## config.mk

```make
export PLATFORM = sky130hd
export DESIGN_NAME = pipeline_skid
export DESIGN_NICKNAME = d
export VERILOG_FILES = /design/src/rtl/pipeline_skid.sv
export SDC_FILE = /design/constraint.sdc
export NUM_CORES = 1
export LEC_CHECK = 0
export CORE_ASPECT_RATIO = 0.5
export CORE_MARGIN = 4
export CORE_UTILIZATION = 49
export CTS_CLUSTER_DIAMETER = 80
export CTS_CLUSTER_SIZE = 40
export DETAILED_ROUTE_END_ITERATION = 7
export HOLD_SLACK_MARGIN = 0.08
export PLACE_DENSITY = 0.78
export SLEW_MARGIN = 20
export SYNTH_ARGS = -nofsm -noshare
export SYNTH_HDL_FRONTEND = slang
export SYNTH_SLANG_ARGS = --single-unit
export TNS_END_PERCENT = 1
```

## constraint.sdc

```tcl
create_clock -name clk -period 4.8 [get_ports clk]
set_clock_uncertainty 0.1 [all_clocks]
set_input_delay 0.48 -clock clk [delete_from_list [all_inputs] [get_ports clk]]
set_output_delay 0.48 -clock clk [all_outputs]
set_load 0.05 [all_outputs]
```

## src/rtl/pipeline_skid.sv

```systemverilog
// Two-entry valid/ready register slice with registered forward and backward paths.
// Every output is a flop, so no input reaches an output combinationally.
module pipeline_skid #(
  parameter int unsigned width = 8,
  parameter int unsigned cnt_w = 16
) (
  input  logic             clk,
  input  logic             rst,
  input  logic             in_valid,
  output logic             in_ready,
  input  logic [width-1:0] data_in,
  output logic             out_valid,
  input  logic             out_ready,
  output logic [width-1:0] data_out,
  output logic [1:0]       count,
  output logic [cnt_w-1:0] beats_out
);

  typedef enum logic [2:0] {
    EMPTY = 3'b001,
    BUSY  = 3'b010,
    FULL  = 3'b100
  } state_e;

  state_e             state_q, state_d;
  logic               in_ready_q, in_ready_d;
  logic               out_valid_q, out_valid_d;
  logic [1:0]         count_q, count_d;
  logic [width-1:0]   data_q, data_d;
  logic [width-1:0]   skid_q, skid_d;
  logic [cnt_w-1:0]   beats_q, beats_d;
  logic               push, pop;

  assign push = in_valid & in_ready_q;
  assign pop  = out_valid_q & out_ready;

  always_ff @(posedge clk or posedge rst) begin
    if (rst) begin
      state_q     <= EMPTY;
      in_ready_q  <= 1'b1;
      out_valid_q <= 1'b0;
      count_q     <= 2'd0;
      data_q      <= '0;
      skid_q      <= '0;
      beats_q     <= '0;
    end else begin
      state_q     <= state_d;
      in_ready_q  <= in_ready_d;
      out_valid_q <= out_valid_d;
      count_q     <= count_d;
      data_q      <= data_d;
      skid_q      <= skid_d;
      beats_q     <= beats_d;
    end
  end

  always_comb begin
    state_d = state_q;
    data_d  = data_q;
    skid_d  = skid_q;
    case (state_q)
      EMPTY: begin
        if (push) begin
          data_d  = data_in;
          state_d = BUSY;
        end
      end
      BUSY: begin
        if (push && pop) begin
          data_d = data_in;
        end else if (push) begin
          skid_d  = data_in;
          state_d = FULL;
        end else if (pop) begin
          state_d = EMPTY;
        end
      end
      FULL: begin
        if (pop) begin
          data_d  = skid_q;
          state_d = BUSY;
        end
      end
      default: state_d = EMPTY;
    endcase
  end

  // Handshake outputs are decoded from the next state and registered,
  // so they always match state_q without any output-side logic.
  always_comb begin
    in_ready_d  = 1'b1;
    out_valid_d = 1'b0;
    count_d     = 2'd0;
    case (state_d)
      BUSY: begin
        out_valid_d = 1'b1;
        count_d     = 2'd1;
      end
      FULL: begin
        in_ready_d  = 1'b0;
        out_valid_d = 1'b1;
        count_d     = 2'd2;
      end
      default: begin
        in_ready_d  = 1'b1;
        out_valid_d = 1'b0;
        count_d     = 2'd0;
      end
    endcase
  end

  always_comb begin
    beats_d = beats_q;
    if (pop) beats_d = beats_q + cnt_w'(1);
  end

  assign in_ready  = in_ready_q;
  assign out_valid = out_valid_q;
  assign count     = count_q;
  assign data_out  = data_q;
  assign beats_out = beats_q;

endmodule

```

## Yosys cells after proc, flatten, opt, wreduce, memory -nomap -nowiden

Cells that the tools add are included.
Widths: inputs -> output; s select.

| storage, ports and cells | value |
|---|---|
| output and inout bits | 28 |
| register bits | 39 |

| operators by class | value |
|---|---|
| mux-type cells | 13 |
| reduce and logical (&&, ||, !) cells | 5 |
| add/subtract/negate cells | 1 |
| eq/ne operators | 8 |
| bitwise logic cells | 3 |

Operator list:

| kind | count |
|---|---|
| $mux 8 | 3 |
| $pmux 8 s3 | 1 |
| $add 16x1->16 const B | 1 |
| $mux 3 | 5 |
| $pmux 3 s3 | 1 |
| $eq 3x2->1 const B | 2 |
| $eq 3x3->1 const B | 2 |
| $ne 2x2->1 const B | 3 |
| $pmux 2 s2 | 1 |
| $reduce_and 4->1 | 1 |
| $eq 3x1->1 const B | 1 |
| $reduce_and 3->1 | 1 |
| $reduce_bool 3->1 | 1 |
| $and 1x1->1 | 2 |
| $mux 1 | 2 |
| $reduce_or 2->1 | 1 |
| $logic_and 1x1->1 | 1 |
| $not 1->1 | 1 |

## Depth between registers and ports, before layout

| depth | value |
|---|---|
| depth in word-level cells | 8 |
| mapped depth | 5 |

## Worst setup path after synthesis

No wires, ideal clock.

| timing path | value |
|---|---|
| path type | reg-to-reg |
| start point | reg in_ready_q (netlist: in_ready) |
| end point | reg data_q[0] (netlist: data_out[0]) |
| arrival time | 1862 ps |
| path buffers | 1 |
| stages on the path, launching flop included | 6 |
| path slack | 2713 ps |
| path through | dfstp_2 nand2_2 or4b_4 o31a_1 buf_6 mux2_4 |

| between the ends | value |
|---|---|
| longest elaborated chain between the ends | 4 |
| elaborated cells on any way between the ends | 5 |

RTL lines:

| what | RTL line | source |
|---|---|---|
| from (decl) | 26 | `logic in_ready_q, in_ready_d;` |
| from (signal assigned) | 48 | `in_ready_q <= in_ready_d;` |
| $and 1x1->1 * | 34 | `assign push = in_valid & in_ready_q;` |
| $logic_and 1x1->1 | 69 | `if (push && pop) begin` |
| $ne 2x2->1 (no line) | -- |  |
| $reduce_and 4->1 (no line) * | -- |  |
| to (signal assigned) | 51 | `data_q <= data_d;` |
| to (decl) | 29 | `logic [width-1:0] data_q, data_d;` |

Every way passes the cells marked *; elsewhere a longest branch is shown, timed or not.
A chain may end at the register's enable or synchronous reset.

## Worst setup path after layout

| timing path | value |
|---|---|
| start point | reg in_ready_q (netlist: in_ready) |
| end point | out in_ready |

RTL lines:

| what | RTL line | source |
|---|---|---|
| to (decl) | 10 | `output logic in_ready,` |

No word-level cell between the ends.

==> qor.csv <==
metric,value,unit
status,completed,
synth-edff-count,0,
power.switching,0.525,mW
cts_sinks,39,
totalWireLength,3130,um
initial_core_util,0.545,
clock_path_buffers,2,
cts_hold_buf,0,
hold_class,register to register,
max_freq,450,MHz
max_stage_delay,0.81,ns
drt_iter0_markers,45,
synthFlopType,dfrtp_1,
dieArea,4620,um2
routabilityCongestion,0.750,
cts_max_level,2,
nNetsFinal,189,
drtPass1Iterations,4,
synth_top_area_cell,dfrtp_1,
combPwrFrac,0.448,
die_y,50.1,um
rsz0062_at_grt,no,
dp_hpwl,2230,um
p_clk_frac,0.160,
path_clk_slew,0.07,ns
fin_crit_sh,0.463,
ctsResizeCount,0,
p_seq_frac,0.392,
drv_slew,0,
utilization,0.704,
netlist_area,1740,um2
syn_inst,134,
via_per_inst,5.06,
worstSkewPairLatency,0.28,ns
drcViolationCount,0,
syn_nets,147,
core,3190,um2
detail_route.wl_per_cell,13.9,um
crit_path_end_kind,output port,
power.density,583,nW/um2
switching_share,0.401,
port_buffers,39,
track_usage,0.155,
antenna_cells,0,
critPathLaunchType,register,
yosysWarnings,0,
tightestPinTransition,0.693,ns
path_buf_inv,1,
critPathSlowestCell,clkdlybuf4s50_1,
post_route_cells_drive_above_1_share,0.198,
hold_violations,0,
post-route-min-period,2.22,ns
path_class,register to output port,
clockRootBuffer,clkbuf_8,
antenna_found_initial,0,
tns,0,ns
row_count,14,
max_slew_margin,0.537,
synthDistinctLibCells,32,
nFillCells,241,
ys_seq_area_frac,0.563,
critPathTopFamily,buffers and inverters,
cp_data_required_time,4.22,ns
p_leak,0.981,nW
ys_ff_latch,39,
ant_nets,0,
synth_area_leaders,"dfrtp_1 (53%), mux2_2 (10%), mux2_4 (6.9%)",
synth.avg_cell_area,13.0,um2
cts_tree,done,
crit_fanout,3,
arrival,1.64,ns
path_cells,clkdlybuf4s50_1,
synth_top_area_share,0.533,
via_count,1139,
ios,40,
grt_max_degree,40,
grt_overflow,0,
synthArstFlopShare,1.00,
setup_viol,0,
maxCapViolations,0,
die_w,92.2,um
vdd_drop_max,0.316,mV
postCtsSetupBuffers,0,
grt_pass1_vias,1194,
numCtsBuffers,5,
area_growth,29.2,%
intPower,0.784,mW
grt_pass1_wl,5540,um
==> final timing paths <==
path | start | endpoint | slack [ns] | depth (start not counted)
max | in_ready | in_ready | 2.58 | 1
max reg2reg | state_q[1] | data_out[1] | 2.63 | 4
min | beats_out[15] | beats_out[15] | 0.38 | 1
max in group asynchronous | rst | in_ready | 3.74 | 3
min reg2reg | beats_out[15] | beats_out[15] | 0.38 | 1
min in group asynchronous | rst | beats_out[15] | 0.50 | 3
==> power groups by stage <==
| stage | sequential (mW) | clock [mW] | combinational (mW) |
|---|---|---|---|
| 2_1_floorplan | 0.718 | 0 | 0.218 |
| 3_3_place_gp | 0.515 | 0 | 0.579 |
| 3_5_place_dp | 0.518 | 0 | 0.590 |
| 4_1_cts | 0.513 | 0.215 | 0.592 |
| 5_1_grt | 0.531 | 0.235 | 0.617 |
| 6_report | 0.513 | 0.209 | 0.586 |
==> kinds of logic after synthesis <==
logic type / after synthesis / synth area share
and+or+nand+nor: 38 / 0.122
buffers and inverters: 8 / 0.0252
xor gates and xnor gates: 16 / 0.0807
AOI/OAI and AO/OA: 8 / 0.0288
DFF: 39 / 0.563
adders and majority gates: 1 / 0.00720
muxes: 24 / 0.173
==> stage by stage <==
stage	instance area, um2	hold WS, ns	power [mW]	instances	setup WS, ns
finish	2240	0.380	1.31	225	2.58
global route	2240	0.410	1.38	225	2.46
CTS	2240	0.384	1.32	225	2.57
detailed placement	2160	0.370	1.11	217	2.31
global placement	2160	0.362	1.09	217	2.32
floorplan	1740	0.374	0.936	134	2.71
==> cells in the final DEF (no fill, tap or decap) <==
cell type / instances
a21oi_1: 1
a22oi_1: 1
a31oi_1: 1
and2_1: 2
and2b_1: 1
and3_1: 2
and4_1: 2
buf_4: 1
clkbuf_1: 2
clkbuf_8: 5
clkdlybuf4s50_1: 39
clkinv_2: 1
dfrtp_1: 37
dfstp_2: 2
ha_1: 1
inv_1: 3
mux2_2: 16
mux2_4: 8
nand2_1: 11
nand2_2: 1
nand3_1: 2
nand4_1: 6
nor2_1: 4
nor2b_1: 2
nor3_1: 3
o21a_1: 1
o21ai_0: 3
o31a_1: 1
or4b_1: 1
or4b_4: 1
xnor2_1: 13
xor2_1: 3
==> per-layer routing <==
layer / routed length [um] / vias up / track usage
met4: 25 / 0 / 0.0517
met5: 0 / - / 0
met1: 1520 / 565 / 0.207
met2: 1440 / 25 / 0.240
met3: 145 / 2 / 0.0471
li1: - / 547 / -
==> Yosys cell counts (2+ instances only) <==
library cell,instances
o21ai_0,3
nor3_1,3
nor2b_1,2
inv_1,3
and2_1,2
mux2_4,8
nand3_1,2
mux2_2,16
and4_1,2
xor2_1,3
xnor2_1,13
dfrtp_1,37
nor2_1,4
and3_1,2
nand2_1,11
nand4_1,6
dfstp_2,2
==> registers in the layout (all words and copies together) (netlist names) <==
signal	flops
skid_q	8
data_out	8
out_valid	1
count	2
in_ready	1
beats_out	16
state_q	3
==> final cells by class <==
| class | instances | area [um2] | area share |
|---|---|---|---|
| Sequential cell | 39 | 978 | 0.436 |
| Timing Repair Buffer | 40 | 398 | 0.177 |
| Clock buffer | 7 | 76.3 | 0.0340 |
| Multi-Input combinational cell | 87 | 714 | 0.318 |
| Inverter | 3 | 11.3 | 0.00502 |
| Clock inverter | 1 | 5.00 | 0.00223 |
| Tap cell | 48 | 60.1 | 0.0268 |
Power figures use the tool's default switching activity.
